### src/rtl/mult_issue_ctrl.sv
// Issue/collect sequencer in front of the shift-add multiplier: accepts operand
// pairs, pulses init, waits for done (with timeout) and presents the product.
module mult_issue_ctrl #(
    parameter int WIDTH   = 16,
    parameter int TIMEOUT = 255,
    parameter int TW      = 8
) (
    input  logic               clk,
    input  logic               rst,
    input  logic               in_valid,
    output logic               in_ready,
    input  logic [WIDTH-1:0]   op_a,
    input  logic [WIDTH-1:0]   op_b,
    output logic               out_valid,
    input  logic               out_ready,
    output logic [2*WIDTH-1:0] result,
    output logic               err,
    output logic [WIDTH-1:0]   mul_a,
    output logic [WIDTH-1:0]   mul_b,
    output logic               mul_init,
    input  logic               mul_done,
    input  logic [2*WIDTH-1:0] mul_pp
);

    localparam logic [2:0] IDLE = 3'd0;
    localparam logic [2:0] ARM  = 3'd1;
    localparam logic [2:0] FIRE = 3'd2;
    localparam logic [2:0] WAIT = 3'd3;
    localparam logic [2:0] HOLD = 3'd4;

    localparam logic [TW-1:0] TO_LAST = TW'(TIMEOUT - 1);
    localparam logic [TW-1:0] T_MAX   = '1;

    logic [2:0]    state;
    logic [TW-1:0] timer;

    // Handshake and init are pure state decodes so no input reaches an output.
    assign in_ready  = (state == IDLE);
    assign out_valid = (state == HOLD);
    assign mul_init  = (state == FIRE);

    always_ff @(posedge clk) begin
        if (!rst) begin
            state  <= IDLE;
            mul_a  <= '0;
            mul_b  <= '0;
            result <= '0;
            timer  <= '0;
            err    <= 1'b0;
        end else begin
            case (state)
                IDLE: begin
                    if (in_valid) begin
                        mul_a <= op_a;
                        mul_b <= op_b;
                        err   <= 1'b0;
                        // A zero operand makes the product trivially zero; skip the multiplier.
                        if (op_a == '0 || op_b == '0) begin
                            result <= '0;
                            state  <= HOLD;
                        end else begin
                            state <= ARM;
                        end
                    end
                end
                ARM: begin
                    // A done still held from the previous job must drain before we fire.
                    if (!mul_done) state <= FIRE;
                end
                FIRE: begin
                    timer <= '0;
                    state <= WAIT;
                end
                WAIT: begin
                    if (timer != T_MAX) timer <= timer + 1'b1;
                    if (mul_done) begin
                        result <= mul_pp;
                        state  <= HOLD;
                    end else if (timer == TO_LAST) begin
                        result <= '0;
                        err    <= 1'b1;
                        state  <= HOLD;
                    end
                end
                HOLD: begin
                    if (out_ready) state <= IDLE;
                end
                default: state <= IDLE;
            endcase
        end
    end

endmodule

### config.mk
export PLATFORM = sky130hd
export DESIGN_NAME = mult_issue_ctrl
export DESIGN_NICKNAME = d
export VERILOG_FILES = /design/src/rtl/mult_issue_ctrl.sv
export SDC_FILE = /design/constraint.sdc
export NUM_CORES = 1
export LEC_CHECK = 0
export BUFFER_PORTS_ARGS = -buffer_cell sky130_fd_sc_hd__buf_2
export CORE_UTILIZATION = 54
export CTS_BUF_LIST = sky130_fd_sc_hd__clkbuf_8
export DETAILED_ROUTE_END_ITERATION = 7
export PLACE_DENSITY = 0.88
export SETUP_SLACK_MARGIN = 0.2
export SLEW_MARGIN = 20
export SYNTH_ARGS = -nofsm -noshare
export SYNTH_HDL_FRONTEND = slang
export SYNTH_SLANG_ARGS = --single-unit
### constraint.sdc
create_clock -name clk -period 4 [get_ports clk]
set_input_delay 0.6 -clock clk [delete_from_list [all_inputs] [get_ports clk]]
set_output_delay 0.6 -clock clk [all_outputs]
set_load 0.1 [all_outputs]
==> results.tsv, run 1 <==
stage	metric	value	unit
outcome	status	complete, no violations	
sta	fin_ws	1.42	ns
synth	syn_nets	487	
sta	clock_skew	0.0113	ns
die	die_y	81.2	µm
routing	via_count	3440	
synth	synthTopCellsByArea	dfxtp_1 (45%), nand2_1 (8.2%), a21boi_0 (7.1%)	
placed_design	placed_cells	601	
synth	synth_area	0.00339	mm²
sta	rsz0062_at_grt	no	
grt	grt-ovfl-total	0	
critical_path	crit_type	flop to primary output	
clock_network	cts_buffer_depth	2	
placed_design	place_area	0.00406	mm²
routing	firstDrtPassIters	4	
placed_design	dp_hpwl	5890	µm
synth	synth_cell_type_count	40	
synth	synthCells	416	
routing	ant_nets	0	
placed_design	pre_cts_slack	1.81	ns
routing	viasPerCell	5.58	
synth	synth-warning-count	0	
critical_path	crit_buf_inv	2	
synth	ys.flop_type	dfxtp_1	
sta	fin_setup_tns	0	ns
die	start_util	56.5	%
routing	drc	0	
critical_path	slowest_stage	or3b_1	
pwr	p_leak	0.00195	µW
grt	antenna_found_initial	0	
sta	period_minus_slack	2.58	ns
critical_path	cp_max_fo	11	
synth	yosysTopAreaCellShare	44.9	%
clock_network	h-tree-depth	3	
routing	post_drt_wl_per_cell	14.0	µm
placed_design	portBuffers	136	
die	die_x	81.2	µm
final_layout	postLayoutCoreUtil	71.6	%
final_layout	syn_to_final_growth	26.8	%
final_layout	final_area	0.00429	mm²
die	pin_count	137	
sta	hold_viol	0	
critical_path	cp.required	3.40	ns
critical_path	cp_num_cells	3	
synth	synth.largest_area_cell	dfxtp_1	
critical_path	cpPeakStageDelay	0.55	ns
synth	async_reset_ff_share	0	%
min_path	hold_depth	2	
critical_path	cp_top_family	simple AND/OR/NAND/NOR gates	
critical_path	reg2regPathDepth	4	
clock_network	cts_tree	built	
synth	synth-edff-count	0	
sta	finalCritPeriodShare	64.5	%
final_layout	drive_above_1_share	29.7	%
clock_network	cts_hold_buffers	0	
final_layout	nNetsFinal	608	
synth	synth.ff_latch_count	76	
routing	drt-initial-drc-count	260	
final_layout	fin_cells	617	
die	die-area	0.00659	mm²
clock_network	clock_latency	0.36	ns
grt	grt_max_degree	45	
clock_network	cts_made_buffers	9	
min_path	hp-class	flop to flop	
clock_network	path_clk_slew	0.08	ns
synth	ys_seq_area_share	44.9	%
clock_network	clockRootBuffer	clkbuf_8	
critical_path	cp_data_arrival_time	1.98	ns
clock_network	clock_sinks	76	
placed_design	gp_congestion	0.840	
critical_path	end_kind	primary output	
pwr	cellPowerDensity	599	mW/mm²
final_layout	antenna_cells	0	
routing	wl	8660	µm
sta	maxSlewViolCount	0	
sta	clock.fmax	0.388	GHz
sta	worst_pin_slew	1.09	ns
grt	grt_pass1_wl	14000	µm
grt	grt_pass1_vias	3225	
synth	syn_area_per_cell	8.14	µm²
job	cap_violations	0	
die	fp-row-count	28	
critical_path	start_kind	flop	
clock_network	post_cts_buffers	0	
sta	maxSlewHeadroom	27.0	%
die	core_region_area	0.00599	mm²
clock_network	cts_resized	0	
sta	setup_viol	0	
grt	track_usage	27.7	%
pwr	ir_worst_vdd	0.000396	V
critical_path	cp_cell_sequence	or3b_1, inv_1, buf_2	
[power breakdown]
group	internal, µW	switching, µW	leakage (µW)
sequential	823	48.1	0.000617
clock	388	295	0.000120
combinational	204	812	0.00121
[state kept, by name, indices dropped and copies added, names as in the netlist]
signal,count
state,3
mul_a,16
mul_b,16
timer,8
result,32
err,1
[final cells by class]
cell class,instances,area [µm²]
Multi-Input combinational cell,304,1710
Inverter,5,18.8
Tap cell,75,93.8
Clock buffer,11,151
Sequential cell,76,1520
Timing Repair Buffer,141,718
Clock inverter,5,82.6
Fill cell,459,1700
[final timing paths]
check                start   endpoint  slack, ns
setup / recovery  state[1]   mul_init       1.42
hold / removal    mul_a[1]   mul_a[1]       0.46
setup reg to reg  state[0]  mul_b[11]       1.99
hold reg to reg   mul_a[1]   mul_a[1]       0.46
[Yosys cell counts (5+ instances only)]
library cell and count:
dfxtp_1 76, a21oi_1 38, nor2_1 7, nand2_1 74, nor3_1 33, buf_2 12, inv_1 5, nand4_1 5
and2_1 34, a21boi_0 32, nor4_1 8, clkbuf_1 17, o21ai_0 36
[worst reg2reg max path: stages, from the launching register on]
cell and delay, ns:
dfxtp_1 0.41, nor3_1 0.38, nand2_1 0.72, nand2_1 0.28
a21boi_0 0.11
[cell families (layout without fill, tap and decap cells)]
kind of cell,after synthesis,count (layout),synth area share (%)
AO/OA/AOI/OAI,120,120,21.9
XOR/XNOR,1,1,0.259
AND/OR/NAND/NOR,181,181,27.4
flip-flops,76,76,44.9
adder cells (fa/ha/maj),2,2,0.739
buffers and inverters,36,162,4.77
[layer usage]
metal / vias up / GRT usage (%) / routed length (µm)
li1: 1694 / - / -
met1: 1595 / 30.4 / 3630
met2: 128 / 47.9 / 4180
met3: 23 / 6.97 / 591
met4: 0 / 16.6 / 256
met5: - / 0 / 0
[per-stage QoR]
stage	hold slack, ns	power, µW
2_1_floorplan	0.461	1720
3_3_place_gp	0.447	1880
3_5_place_dp	0.454	1900
4_1_cts	0.466	2570
5_1_grt	0.491	2670
6_report	0.463	2570
[cells in the final DEF, fill, tap and decap left out, types with 2 or more instances in the layout]
cell type	n
buf_2	136
dfxtp_1	76
nand2_1	74
a21oi_1	38
o21ai_0	36
and2_1	34
nor3_1	33
a21boi_0	32
clkbuf_8	11
nor4_1	8
nor2_1	6
inv_1	5
nand4_1	5
buf_4	5
nand3_1	3
nor2b_1	3
o21a_1	3
a2111o_1	3
o311ai_0	2
or3_1	2
and3_1	2
ha_1	2
bufinv_16	2
No activity file was read; power rests on OpenSTA's default activity.
==> inputs of run 2 (changes only) <==
--- a/config.mk
+++ b/config.mk
@@ -6,10 +6,10 @@
 export NUM_CORES = 1
 export LEC_CHECK = 0
 export BUFFER_PORTS_ARGS = -buffer_cell sky130_fd_sc_hd__buf_2
-export CORE_UTILIZATION = 54
+export CORE_UTILIZATION = 45
 export CTS_BUF_LIST = sky130_fd_sc_hd__clkbuf_8
 export DETAILED_ROUTE_END_ITERATION = 7
-export PLACE_DENSITY = 0.88
+export PLACE_DENSITY = 0.78
 export SETUP_SLACK_MARGIN = 0.2
 export SLEW_MARGIN = 20
 export SYNTH_ARGS = -nofsm -noshare
==> constraint.sdc (replaced) <==
create_clock -name clk -period 2.3 [get_ports clk]
set_input_delay 0.345 -clock clk [delete_from_list [all_inputs] [get_ports clk]]
set_output_delay 0.345 -clock clk [all_outputs]
set_load 0.1 [all_outputs]
==> run 2 against run 1 <==
  * Core utilization is 11 points lower
  * Non-clock buffer count is 4 higher
  * Clock skew is 0.0018 ns lower
  * Routed wire length is 0.65% lower
  * First-iteration DRC count is 41% lower
  * Clock power is 61% higher
  * Critical endpoint unchanged
  * Critical path type unchanged
  * Worst setup slack worse by 1.1 ns
  * Register-to-register slack worse by 1.5 ns
  * Sequential power is 76% higher
  * Combinational power is 76% higher
  * Sequential cell count stayed put
==> results.tsv, run 2 (synthesis gave the netlist of run 1 again) <==
stage	metric	value	unit
placed_design	portBuffers	136	
grt	track_usage	22.4	%
routing	post_drt_wl_per_cell	13.3	µm
critical_path	end_kind	primary output	
final_layout	layout_commonest_cell	buf_2	
critical_path	crit_type	flop to primary output	
die	die_x	88.7	µm
grt	grt_pass1_wl	13700	µm
die	die-area	0.00787	mm²
job	cap_violations	0	
grt	grt_max_degree	35	
final_layout	top_register	result	
grt	grt-ovfl-total	0	
sta	clock.fmax	0.504	GHz
routing	via_count	3348	
clock_network	clock_latency	0.34	ns
sta	fin_setup_tns	0	ns
clock_network	cts_buffer_depth	2	
die	start_util	46.7	%
placed_design	dp_hpwl	6030	µm
sta	maxSlewViolCount	0	
critical_path	cp_cell_sequence	or3b_4, inv_1, buf_12	
grt	antenna_found_initial	0	
critical_path	cp_max_fo	11	
die	core_region_area	0.00725	mm²
clock_network	cts_tree	built	
grt	grt_pass1_vias	3066	
routing	drc	0	
final_layout	largest_register_ffs	32	
sta	finalCritPeriodShare	86.2	%
clock_network	cts_made_buffers	9	
pwr	cellPowerDensity	1010	mW/mm²
sta	setup_viol	0	
min_path	hp-class	input pin to flop	
routing	ant_nets	0	
pwr	ir_worst_vdd	0.000454	V
final_layout	fillCellCount	694	
clock_network	cts_hold_buffers	0	
clock_network	h-tree-depth	3	
clock_network	post_cts_buffers	0	
critical_path	start_kind	flop	
routing	wl	8610	µm
sta	clock_skew	0.00950	ns
critical_path	cp_data_arrival_time	1.64	ns
final_layout	nNetsFinal	612	
die	pin_count	137	
sta	rsz0062_at_grt	no	
final_layout	layout_common_cells	buf_2 (135), dfxtp_1 (75), nand2_1 (74)	
sta	maxSlewHeadroom	54.6	%
routing	firstDrtPassIters	4	
final_layout	largestRegisters	result x32, mul_a x16, mul_b x16	
sta	hold_viol	0	
pwr	p_leak	0.00198	µW
clock_network	clock_sinks	76	
critical_path	cpPeakStageDelay	0.49	ns
routing	drt-initial-drc-count	154	
outcome	status	complete, no violations	
final_layout	antenna_cells	0	
sta	period_minus_slack	1.98	ns
die	fp-row-count	31	
placed_design	gp_congestion	0.774	
sta	worst_pin_slew	0.677	ns
clock_network	clockRootBuffer	clkbuf_8	
clock_network	path_clk_slew	0.08	ns
final_layout	drive_above_1_share	30.6	%
die	die_y	88.7	µm
final_layout	syn_to_final_growth	29.3	%
critical_path	cp.required	1.96	ns
routing	viasPerCell	5.19	
critical_path	slowest_stage	dfxtp_2	
pwr	total_power	4440	µW
-- run 2: cell count changes in the layout (fill, tap and decap cells not counted), sizes merged --
| cell | previous run | this run |
|---|---|---|
| buf | 141 | 145 |
| clkinvlp | 0 | 1 |
| clkinv | 2 | 1 |
| clkbuf | 11 | 10 |
| inv | 6 | 7 |
-- run 2: worst paths after layout --
check | start | endpoint | slack [ns] | cells past startpoint
hold reg to reg | mul_b[9] | mul_b[9] | 0.46 | 2
hold / removal | op_a[12] | mul_a[12] | 0.26 | 3
setup reg to reg | timer[0] | timer[5] | 0.50 | 5
setup / recovery | state[1] | mul_init | 0.32 | 3
-- run 2: cell type report --
type | count | area [µm²] | area share, %
clock buffers | 10 | 138 | 3.14
repair buffers | 145 | 763 | 17.4
multi-input cells | 304 | 1730 | 39.5
inverters | 5 | 18.8 | 0.429
well taps | 99 | 124 | 2.83
flip-flops and latches | 76 | 1520 | 34.8
clock inverters | 6 | 80.1 | 1.83
-- run 2: where the power goes --
group / switching, µW / total, µW / leakage (µW) / internal [µW]
logic: 1420 / 1800 / 0.00124 / 388
registers: 97.2 / 1530 / 0.000618 / 1430
clock network: 470 / 1100 / 0.000115 / 631
-- run 2: worst max-delay path, delay by kind of cell (launching register included) --
family                 cells  cell delay, ns
and+or+nand+nor            1            0.49
DFF                        1            0.49
buffers and inverters      2            0.32
-- run 2: per-layer routing --
layer | wire length (µm) | up-vias | GRT usage [%]
met3 | 587 | 7 | 7.46
li1 | - | 1704 | -
met2 | 4090 | 102 | 38.3
met4 | 80 | 0 | 7.48
met5 | 0 | - | 0
met1 | 3850 | 1535 | 26.5
-- run 2: through the flow --
stage | utilization (%) | hold slack (ns) | setup WS (ns) | instances | instance area (µm²)
after floorplan | - | 0.461 | 0.214 | 416 | 3410
after global placement | 57.3 | 0.447 | 0.487 | 629 | 4160
after detailed placement | 57.3 | 0.452 | 0.430 | 629 | 4160
after CTS | 60.3 | 0.243 | 0.205 | 645 | 4370
after global routing | 60.3 | 0.253 | 0.214 | 645 | 4380
final | 60.3 | 0.257 | 0.317 | 645 | 4380
-- run 2: repair_timing --
item / CTS / global route
setup endpoints to repair: 1 / 1
gates resized for setup: 1 / 1
endpoints found under the hold margin: 0 / 0
==> inputs of run 3 (changes only) <==
--- a/config.mk
+++ b/config.mk
@@ -10,6 +10,7 @@
 export CTS_BUF_LIST = sky130_fd_sc_hd__clkbuf_8
 export DETAILED_ROUTE_END_ITERATION = 7
 export PLACE_DENSITY = 0.78
+export RECOVER_POWER = 100
 export SETUP_SLACK_MARGIN = 0.2
 export SLEW_MARGIN = 20
 export SYNTH_ARGS = -nofsm -noshare
==> run 3 against run 2 <==
  * Via count barely moved
  * Critical endpoint unchanged
  * Sequential share of layout area rose by 0.77 points
  * Highest routed layer unchanged
  * Clock skew fell by 0.00077 ns
  * Routed wire length barely moved
  * Combinational power fell by 2%
  * Total power fell by 1.1%
  * Final cell count did not move
  * Critical path depth did not move
  * Global-route usage did not move
  * Largest cell class unchanged
  * Hold slack improved by 0.0014 ns
==> results.tsv, run 3 (synthesis gave the netlist of run 1 again) <==
stage	metric	value	unit
pwr	combinationalPowerShare	40.1	%
critical_path	cpPeakStageDelay	0.59	ns
final_layout	top_register	result	
die	core_region_area	0.00725	mm²
pwr	p_clk_share	25.1	%
pwr	p_int	2410	µW
sta	clock_skew	0.00874	ns
critical_path	start_kind	flop	
pwr	cellPowerDensity	1030	mW/mm²
critical_path	end_kind	primary output	
routing	post_drt_wl_per_cell	13.4	µm
final_layout	seq_area	0.00152	mm²
clock_network	cts_tree	built	
final_layout	syn_to_final_growth	26.3	%
placed_design	portBuffers	136	
routing	via_count	3346	
critical_path	rrSetupSlack	0.35	ns
sta	hold_viol	0	
outcome	status	complete, no violations	
grt	grt-ovfl-total	0	
pwr	swShare	45.1	%
clock_network	cts_hold_buffers	0	
grt	track_usage	22.4	%
sta	fin_setup_tns	0	ns
grt	grt_pass1_wl	13700	µm
critical_path	cp_max_fo	11	
clock_network	h-tree-depth	3	
die	die_x	88.7	µm
placed_design	gp_congestion	0.774	
routing	viasPerCell	5.19	
final_layout	nNetsFinal	612	
job	cap_violations	0	
die	die_y	88.7	µm
min_path	hp-class	input pin to flop	
critical_path	cp.required	1.96	ns
final_layout	largest_register_ffs	32	
sta	worst_pin_slew	1.21	ns
routing	drc	0	
pwr	p_leak	0.00169	µW
clock_network	clock_sinks	76	
critical_path	crit_type	flop to primary output	
grt	antenna_found_initial	0	
die	start_util	46.7	%
pwr	switching_power	1980	µW
critical_path	slowest_stage	dfxtp_1	
die	pin_count	137	
clock_network	path_clk_slew	0.08	ns
pwr	pwr-share-seq	34.8	%
clock_network	cts_made_buffers	9	
grt	grt_pass1_vias	3066	
routing	firstDrtPassIters	4	
routing	wl	8610	µm
clock_network	clockRootBuffer	clkbuf_8	
sta	setup_viol	0	
final_layout	layout_common_cells	dfxtp_1 (76), nand2_1 (74), buf_2 (69)	
critical_path	cp_data_arrival_time	1.75	ns
final_layout	fillCellCount	729	
final_layout	multi_input_area	0.00172	mm²
sta	rsz0062_at_grt	no	
pwr	total_power	4380	µW
final_layout	layout_commonest_cell	dfxtp_1	
placed_design	place_area	0.00416	mm²
final_layout	drive_above_1_share	18.3	%
routing	drt-initial-drc-count	130	
sta	clock.fmax	0.477	GHz
routing	ant_nets	0	
final_layout	antenna_cells	0	
grt	grt_max_degree	35	
critical_path	cp_cell_sequence	or3b_4, inv_1, buf_12	
sta	finalCritPeriodShare	91.2	%
clock_network	post_cts_buffers	0	
final_layout	largestRegisters	result x32, mul_a x16, mul_b x16	
sta	period_minus_slack	2.10	ns
final_layout	final_area	0.00428	mm²
die	die-area	0.00787	mm²
pwr	ir_worst_vdd	0.000453	V
placed_design	dp_hpwl	6030	µm
clock_network	clock_latency	0.34	ns
die	fp-row-count	31	
sta	maxSlewHeadroom	19.7	%
sta	maxSlewViolCount	0	
clock_network	cts_buffer_depth	2	
-- run 3: changes by cell type in the layout (fill, tap and decap cells not counted), sizes merged --
cell | before | now
clkbuf | 10 | 78
buf | 145 | 77
-- run 3: area by class of cell --
type                       count  share of cell area (%)
clock inverter                 6                    1.87
inverter                       5                   0.439
tap                           99                    2.90
clock buffer                  10                    3.22
sequential                    76                    35.6
multi-input combinational    304                    40.2
timing repair buffer         145                    15.8
-- run 3: critical path, delay by kind of cell (launching register included) --
family	cells	cell delay [ns]
buffers and inverters	2	0.32
and+or+nand+nor	1	0.51
DFF	1	0.59
-- run 3: metal layers --
| metal | GRT usage, % | part of all wire [%] |
|---|---|---|
| met1 | 26.5 | 44 |
| met2 | 38.3 | 48 |
| met3 | 7.46 | 6.8 |
| met4 | 7.48 | 0.93 |
| met5 | 0 | 0 |
-- run 3: stage by stage --
stage          utilization (%)  setup WS (ns)  hold slack, ns  std cells
4_1_cts                   60.3          0.205           0.243        645
3_5_place_dp              57.3          0.430           0.452        629
6_report                  59.0          0.202           0.259        645
2_1_floorplan                -          0.214           0.461        416
3_3_place_gp              57.3          0.487           0.447        629
5_1_grt                   59.0          0.107           0.253        645
-- run 3: what timing repair did --
| item | CTS | global route |
|---|---|---|
| gates cloned | 0 | 0 |
| setup endpoints to repair | 1 | 1 |
| resized for setup | 1 | 1 |
-- run 3: worst paths after layout --
path	depth (start not counted)	end	from
setup / recovery	3	mul_init	state[1]
hold / removal	3	mul_a[12]	op_a[12]
setup reg to reg	5	result[27]	state[1]
hold reg to reg	2	mul_b[1]	mul_b[1]
-- run 3: power groups by stage --
stage          clock network, µW  registers (µW)  logic [µW]
2_1_floorplan                  0            2230         791
3_3_place_gp                   0            1550        1780
3_5_place_dp                   0            1560        1800
4_1_cts                     1130            1530        1800
5_1_grt                     1190            1540        1870
6_report                    1100            1520        1760
